## src/rtl/mips_instr_encoder.sv

```systemverilog
// MIPS R/I/J instruction encoder: packs field-level commands into words and writes them to imem.
// Latency: command accepted at n -> imem_we at n+1; last ack at m -> done at m+1, idle at m+2.
// Backpressure: cmd_ready only in ACCEPT; imem_we/addr/wdata held until imem_ack.
// Optional: MIPS_ENC_CHECK_EN rejects reserved formats and R words with nonzero opcode.
module mips_instr_encoder #(
    parameter int ADDR_W = 10
) (
    input  logic              clk,
    input  logic              rst,
    input  logic              start,
    input  logic [ADDR_W-1:0] base_addr,
    input  logic              cmd_valid,
    output logic              cmd_ready,
    input  logic [1:0]        cmd_fmt,
    input  logic [5:0]        cmd_opcode,
    input  logic [5:0]        cmd_funct,
    input  logic [4:0]        cmd_rs,
    input  logic [4:0]        cmd_rt,
    input  logic [4:0]        cmd_rd,
    input  logic [4:0]        cmd_shamt,
    input  logic [15:0]       cmd_imm,
    input  logic [25:0]       cmd_target,
    input  logic              cmd_last,
    output logic              imem_we,
    output logic [ADDR_W-1:0] imem_addr,
    output logic [31:0]       imem_wdata,
    input  logic              imem_ack,
    output logic              busy,
    output logic              done,
    output logic [ADDR_W:0]   count,
    output logic              err
);

    typedef enum logic [1:0] {
        S_IDLE   = 2'd0,
        S_ACCEPT = 2'd1,
        S_WRITE  = 2'd2,
        S_DONE   = 2'd3
    } state_t;

    localparam logic [ADDR_W-1:0] ADDR_ONE = {{(ADDR_W-1){1'b0}}, 1'b1};
    localparam logic [ADDR_W:0]   CNT_ONE  = {{ADDR_W{1'b0}}, 1'b1};
    // Count value meaning every word of memory has been written once.
    localparam logic [ADDR_W:0]   CNT_FULL = {1'b1, {ADDR_W{1'b0}}};

    state_t            state_q, state_d;
    logic [ADDR_W-1:0] addr_q, addr_d;
    logic [31:0]       wdata_q, wdata_d;
    logic              last_q, last_d;
    logic [ADDR_W:0]   count_q, count_d;
    logic              err_q, err_d;

    logic [31:0]       enc_word;
    logic [ADDR_W:0]   count_inc;
    logic              cmd_bad;

    assign count_inc = count_q + CNT_ONE;

    // Pack the command fields into an instruction word; reserved format falls back to R.
    always_comb begin
        enc_word = {cmd_opcode, cmd_rs, cmd_rt, cmd_rd, cmd_shamt, cmd_funct};
        case (cmd_fmt)
            2'd1:    enc_word = {cmd_opcode, cmd_rs, cmd_rt, cmd_imm};
            2'd2:    enc_word = {cmd_opcode, cmd_target};
            default: enc_word = {cmd_opcode, cmd_rs, cmd_rt, cmd_rd, cmd_shamt, cmd_funct};
        endcase
    end

`ifdef MIPS_ENC_CHECK_EN
    // Malformed commands are swallowed without a write and flagged in err.
    assign cmd_bad = (cmd_fmt == 2'd3) || ((cmd_fmt == 2'd0) && (cmd_opcode != 6'd0));
`else
    assign cmd_bad = 1'b0;
`endif

    // Next-state and datapath updates for the load sequence.
    always_comb begin
        state_d = state_q;
        addr_d  = addr_q;
        wdata_d = wdata_q;
        last_d  = last_q;
        count_d = count_q;
        err_d   = err_q;
        case (state_q)
            S_IDLE: begin
                if (start) begin
                    addr_d  = base_addr;
                    count_d = '0;
                    err_d   = 1'b0;
                    state_d = S_ACCEPT;
                end
            end
            S_ACCEPT: begin
                if (cmd_valid) begin
                    if (cmd_bad) begin
                        err_d = 1'b1;
                        if (cmd_last) begin
                            state_d = S_DONE;
                        end
                    end else begin
                        wdata_d = enc_word;
                        last_d  = cmd_last;
                        state_d = S_WRITE;
                    end
                end
            end
            S_WRITE: begin
                if (imem_ack) begin
                    addr_d  = addr_q + ADDR_ONE;
                    count_d = count_inc;
                    if (count_inc == CNT_FULL) begin
                        // Memory is full: stop before the address wraps onto word 0 of this load.
                        state_d = S_DONE;
                        if (!last_q) begin
                            err_d = 1'b1;
                        end
                    end else if (last_q) begin
                        state_d = S_DONE;
                    end else begin
                        state_d = S_ACCEPT;
                    end
                end
            end
            S_DONE: begin
                state_d = S_IDLE;
            end
            default: begin
                state_d = S_IDLE;
            end
        endcase
    end

    // State and datapath registers with synchronous reset; reset drops any pending write.
    always_ff @(posedge clk) begin
        if (rst) begin
            state_q <= S_IDLE;
            addr_q  <= '0;
            wdata_q <= '0;
            last_q  <= 1'b0;
            count_q <= '0;
            err_q   <= 1'b0;
        end else begin
            state_q <= state_d;
            addr_q  <= addr_d;
            wdata_q <= wdata_d;
            last_q  <= last_d;
            count_q <= count_d;
            err_q   <= err_d;
        end
    end

    assign cmd_ready  = (state_q == S_ACCEPT);
    assign imem_we    = (state_q == S_WRITE);
    assign imem_addr  = addr_q;
    assign imem_wdata = wdata_q;
    assign busy       = (state_q != S_IDLE);
    assign done       = (state_q == S_DONE);
    assign count      = count_q;
    assign err        = err_q;

endmodule

```

## config.mk

```make
export PLATFORM = sky130hd
export DESIGN_NAME = mips_instr_encoder
export DESIGN_NICKNAME = d
export VERILOG_FILES = /design/src/rtl/mips_instr_encoder.sv
export SDC_FILE = /design/constraint.sdc
export NUM_CORES = 1
export LEC_CHECK = 0
export CAP_MARGIN = 30
export CORE_UTILIZATION = 36
export DETAILED_ROUTE_END_ITERATION = 7
export GPL_ROUTABILITY_DRIVEN = 0
export PLACE_DENSITY = 0.77
export SKIP_CTS_REPAIR_TIMING = 1
export SYNTH_ARGS = -nofsm -noshare
export SYNTH_HDL_FRONTEND = slang
export SYNTH_SLANG_ARGS = --single-unit
```

## constraint.sdc

```tcl
create_clock -name clk -period 1.8 [get_ports clk]
set_input_delay 0.27 -clock clk [delete_from_list [all_inputs] [get_ports clk]]
set_output_delay 0.27 -clock clk [all_outputs]
set_load 0.01 [all_outputs]
```

==> qor.csv, run 1 <==
stage;metric;value;unit
clock_tree;clk sinks;57;
logic_synthesis;post-synth top area cell;dfxtp_1;
global_routing;initial antenna violation count;0;
floorplanning;full die area;8390;sq um
floorplanning;height of the die;91.6;um
pwr;Pwr Density;678;nW/um^2
clock_tree;H-tree depth;3;
global_routing;Remaining Overflow, GRT;0;
sta;Fin Clk Skew;8.58;ps
layout;n_diodes;0;
pwr;Internal;0.00246;W
logic_synthesis;sequential cell area fraction in the yosys report;39.5;%
clock_tree;Root Buffer;clkbuf_8;
layout;Final nets;642;
logic_synthesis;Area contributors post-synth;dfxtp_1, nand2_1, a21oi_1;
pwr;Seq pwr share;41.4;%
setup_path;worst path required time;2060;ps
min_path;worst hold path type;flop to flop;
sta;fin crit share;101;%
floorplanning;num rows;32;
floorplanning;IO Pins;150;
sta;fmax;549;MHz
clock_tree;CTS clock-pin slew for the worst setup and hold paths;70;ps
layout;Area growth syn-to-layout;67.2;%
setup_path;crit path DAT;2080;ps
pwr;switching share of power;25.1;%
pwr;Peak VDD IR;0.404;mV
place;port bufs;149;
routing;TritonRoute pass-1 iters;5;
global_routing;largest net degree at the start of global routing;59;
logic_synthesis;synthesized flop and latch total;57;
setup_path;crit start category;flop;
place;post-placement cell area;4540;sq um
sta;fin worst setup slack;-20.5;ps
sta;# setup viols final;1;
clock_tree;number of CTS-inserted buffers;9;
routing;initial drt markers;138;
layout;share of post-route cells with drive strength above 1;10.3;%
floorplanning;die width;91.6;um
routing;wire per inst;14.0;um
logic_synthesis;gate count after technology mapping;393;
outcome;outcome;finished with violations;
place;DP HPWL;6.58;mm
setup_path;crit end category;flop;
outcome;failing checks;negative setup slack;
routing;final WL;9.13;mm
logic_synthesis;asr flop ratio synth;0;%
layout;design area;4830;sq um
logic_synthesis;synthesized area per cell;7.35;sq um
routing;total number of vias;3435;
pwr;clock power share;38.2;%
clock_tree;clock latency on the worst-skew pair;330;ps
routing;DRC;0;
routing;DR vias/cell;5.26;
global_routing;vias in the first global route;3171;
setup_path;Critical Path Fanout Max;3;
setup_path;critical path class;flop to flop;
sta;measured slew at the worst slew-check pin;615;ps
logic_synthesis;Post-synth EDFFs;0;
pwr;Logic pwr share;20.4;%
floorplanning;Starting Density;37.4;%
run;max-cap violation count;0;
pwr;Leak;1.78;nW
logic_synthesis;top cell type's share of synthesized area;39.5;%
layout;Filler cells;665;
routing;antenna viol nets, final;0;
sta;relative slew slack;59.0;%
logic_synthesis;post-synth cell types;43;
sta;fin crit period;1820;ps
logic_synthesis;Top FF cell, synth;dfxtp_1;
sta;final hold vios;0;
layout;Finished Core Util;62.5;%
global_routing;GRT Util Overall;21.6;%
logic_synthesis;Post-Syn Nets;489;
pwr;switching component of the power;0.000822;W
clock_tree;CTS Buffer Depth;2;
clock_tree;CTS tree;yes;
logic_synthesis;Mapped Area;2890;sq um
sta;max-slew violation count;0;
global_routing;first-pass GRT wire length;14.6;mm
logic_synthesis;synth warn;0;
floorplanning;core area;7730;sq um
==> cells in the mapped netlist (2+ instances only) <==
cell,count
and2_1,4
o21ai_0,34
and3_1,5
a21oi_1,45
a311oi_1,2
buf_2,6
nor2b_1,3
a221oi_1,10
nand3_1,5
inv_1,3
nor3_1,15
a22o_1,4
ha_1,4
dfxtp_1,57
nand2b_1,4
nand4b_1,3
a22oi_1,19
mux2i_1,2
nor4_1,3
or3_1,2
a31oi_1,2
nor2_1,38
or2_2,2
clkbuf_1,24
nand4_1,6
buf_1,2
nand2_1,73
==> layout by cell type, fill, tap and decap left out, types with 6 or more instances in the layout <==
cell type,instances
buf_4,24
o21ai_0,32
a221oi_1,9
clkdlybuf4s50_1,147
clkbuf_8,12
a21oi_1,45
nand2_1,73
dfxtp_1,53
nand4_1,6
a22oi_1,19
nor3_1,15
nor2_1,37
==> worst max-delay path: stages, from the launching register on <==
cell and delay [ps]:
dfxtp_1 310, ha_2 210, a311o_1 290, o21ai_1 140
a21boi_1 120, or4b_4 570, o21ai_2 120
==> power by group through the flow <==
| stage | Combinational, W | Clock [W] | Sequential [W] |
|---|---|---|---|
| after floorplan | 0.000249 | 0 | 0.00140 |
| after global placement | 0.000646 | 0 | 0.00138 |
| after detailed placement | 0.000658 | 0 | 0.00138 |
| after CTS | 0.000660 | 0.00126 | 0.00136 |
| after global routing | 0.000729 | 0.00134 | 0.00136 |
| final | 0.000670 | 0.00125 | 0.00136 |
==> worst paths after layout <==
kind / startpoint / end / slack [ps] / depth (start not counted)
setup / recovery: count[0] / err / -20 / 6
hold / removal: imem_wdata[11] / imem_wdata[11] / 450 / 2
setup reg to reg: count[0] / err / -20 / 6
hold reg to reg: imem_wdata[11] / imem_wdata[11] / 450 / 2
==> routing by layer <==
layer	share of wire (%)	global-route usage, %
met2	49	37.5
met3	9.1	6.62
met1	40	24.9
met4	2.1	7.80
met5	0	0
==> metrics by stage <==
step / total power, W / hold slack [ps] / std cells / TNS, ps / worst slack [ps]
floorplan: 0.00165 / 406 / 393 / 0 / 25.6
global placement: 0.00203 / 443 / 632 / -2170 / -218
detailed placement: 0.00204 / 448 / 632 / -2950 / -340
CTS: 0.00328 / 456 / 648 / -280 / -82.6
global route: 0.00343 / 477 / 653 / -55.3 / -49.4
finish: 0.00328 / 452 / 653 / -20.5 / -20.5
==> state kept, by name, summed over array words and instances (netlist names) <==
signal and count:
count 11, err 1, imem_addr 10, imem_wdata 32, last_q 1, state_q 2
==> cell families after synthesis <==
kind of cell | count (synthesis) | synth area share (%)
compound gates | 125 | 26.4
fa+ha+maj | 4 | 1.73
buf+inv | 36 | 4.94
flops | 57 | 39.5
mux | 2 | 0.693
simple gates | 169 | 26.8
==> final cells by class <==
class | instances | area, sq um | area share (%)
inverters | 4 | 17.5 | 0.363
clock inverters | 2 | 35.0 | 0.725
well taps | 102 | 128 | 2.64
multi-input cells | 300 | 1640 | 34.0
repair buffers | 174 | 1690 | 35.0
flip-flops and latches | 57 | 1150 | 23.7
clock buffers | 14 | 173 | 3.57
Power figures use the tool's default switching activity.
==> inputs of run 2 (changes only) <==
--- a/config.mk
+++ b/config.mk
@@ -5,12 +5,14 @@
 export SDC_FILE = /design/constraint.sdc
 export NUM_CORES = 1
 export LEC_CHECK = 0
+export ABC_CLOCK_PERIOD_IN_PS = 1800
 export CAP_MARGIN = 30
 export CORE_UTILIZATION = 36
 export DETAILED_ROUTE_END_ITERATION = 7
 export GPL_ROUTABILITY_DRIVEN = 0
 export PLACE_DENSITY = 0.77
 export SKIP_CTS_REPAIR_TIMING = 1
+export SLEW_MARGIN = 20
 export SYNTH_ARGS = -nofsm -noshare
 export SYNTH_HDL_FRONTEND = slang
 export SYNTH_SLANG_ARGS = --single-unit
==> results of run 2 <==
Same layout as run 1: the final DEF is identical, and so are final timing and power.
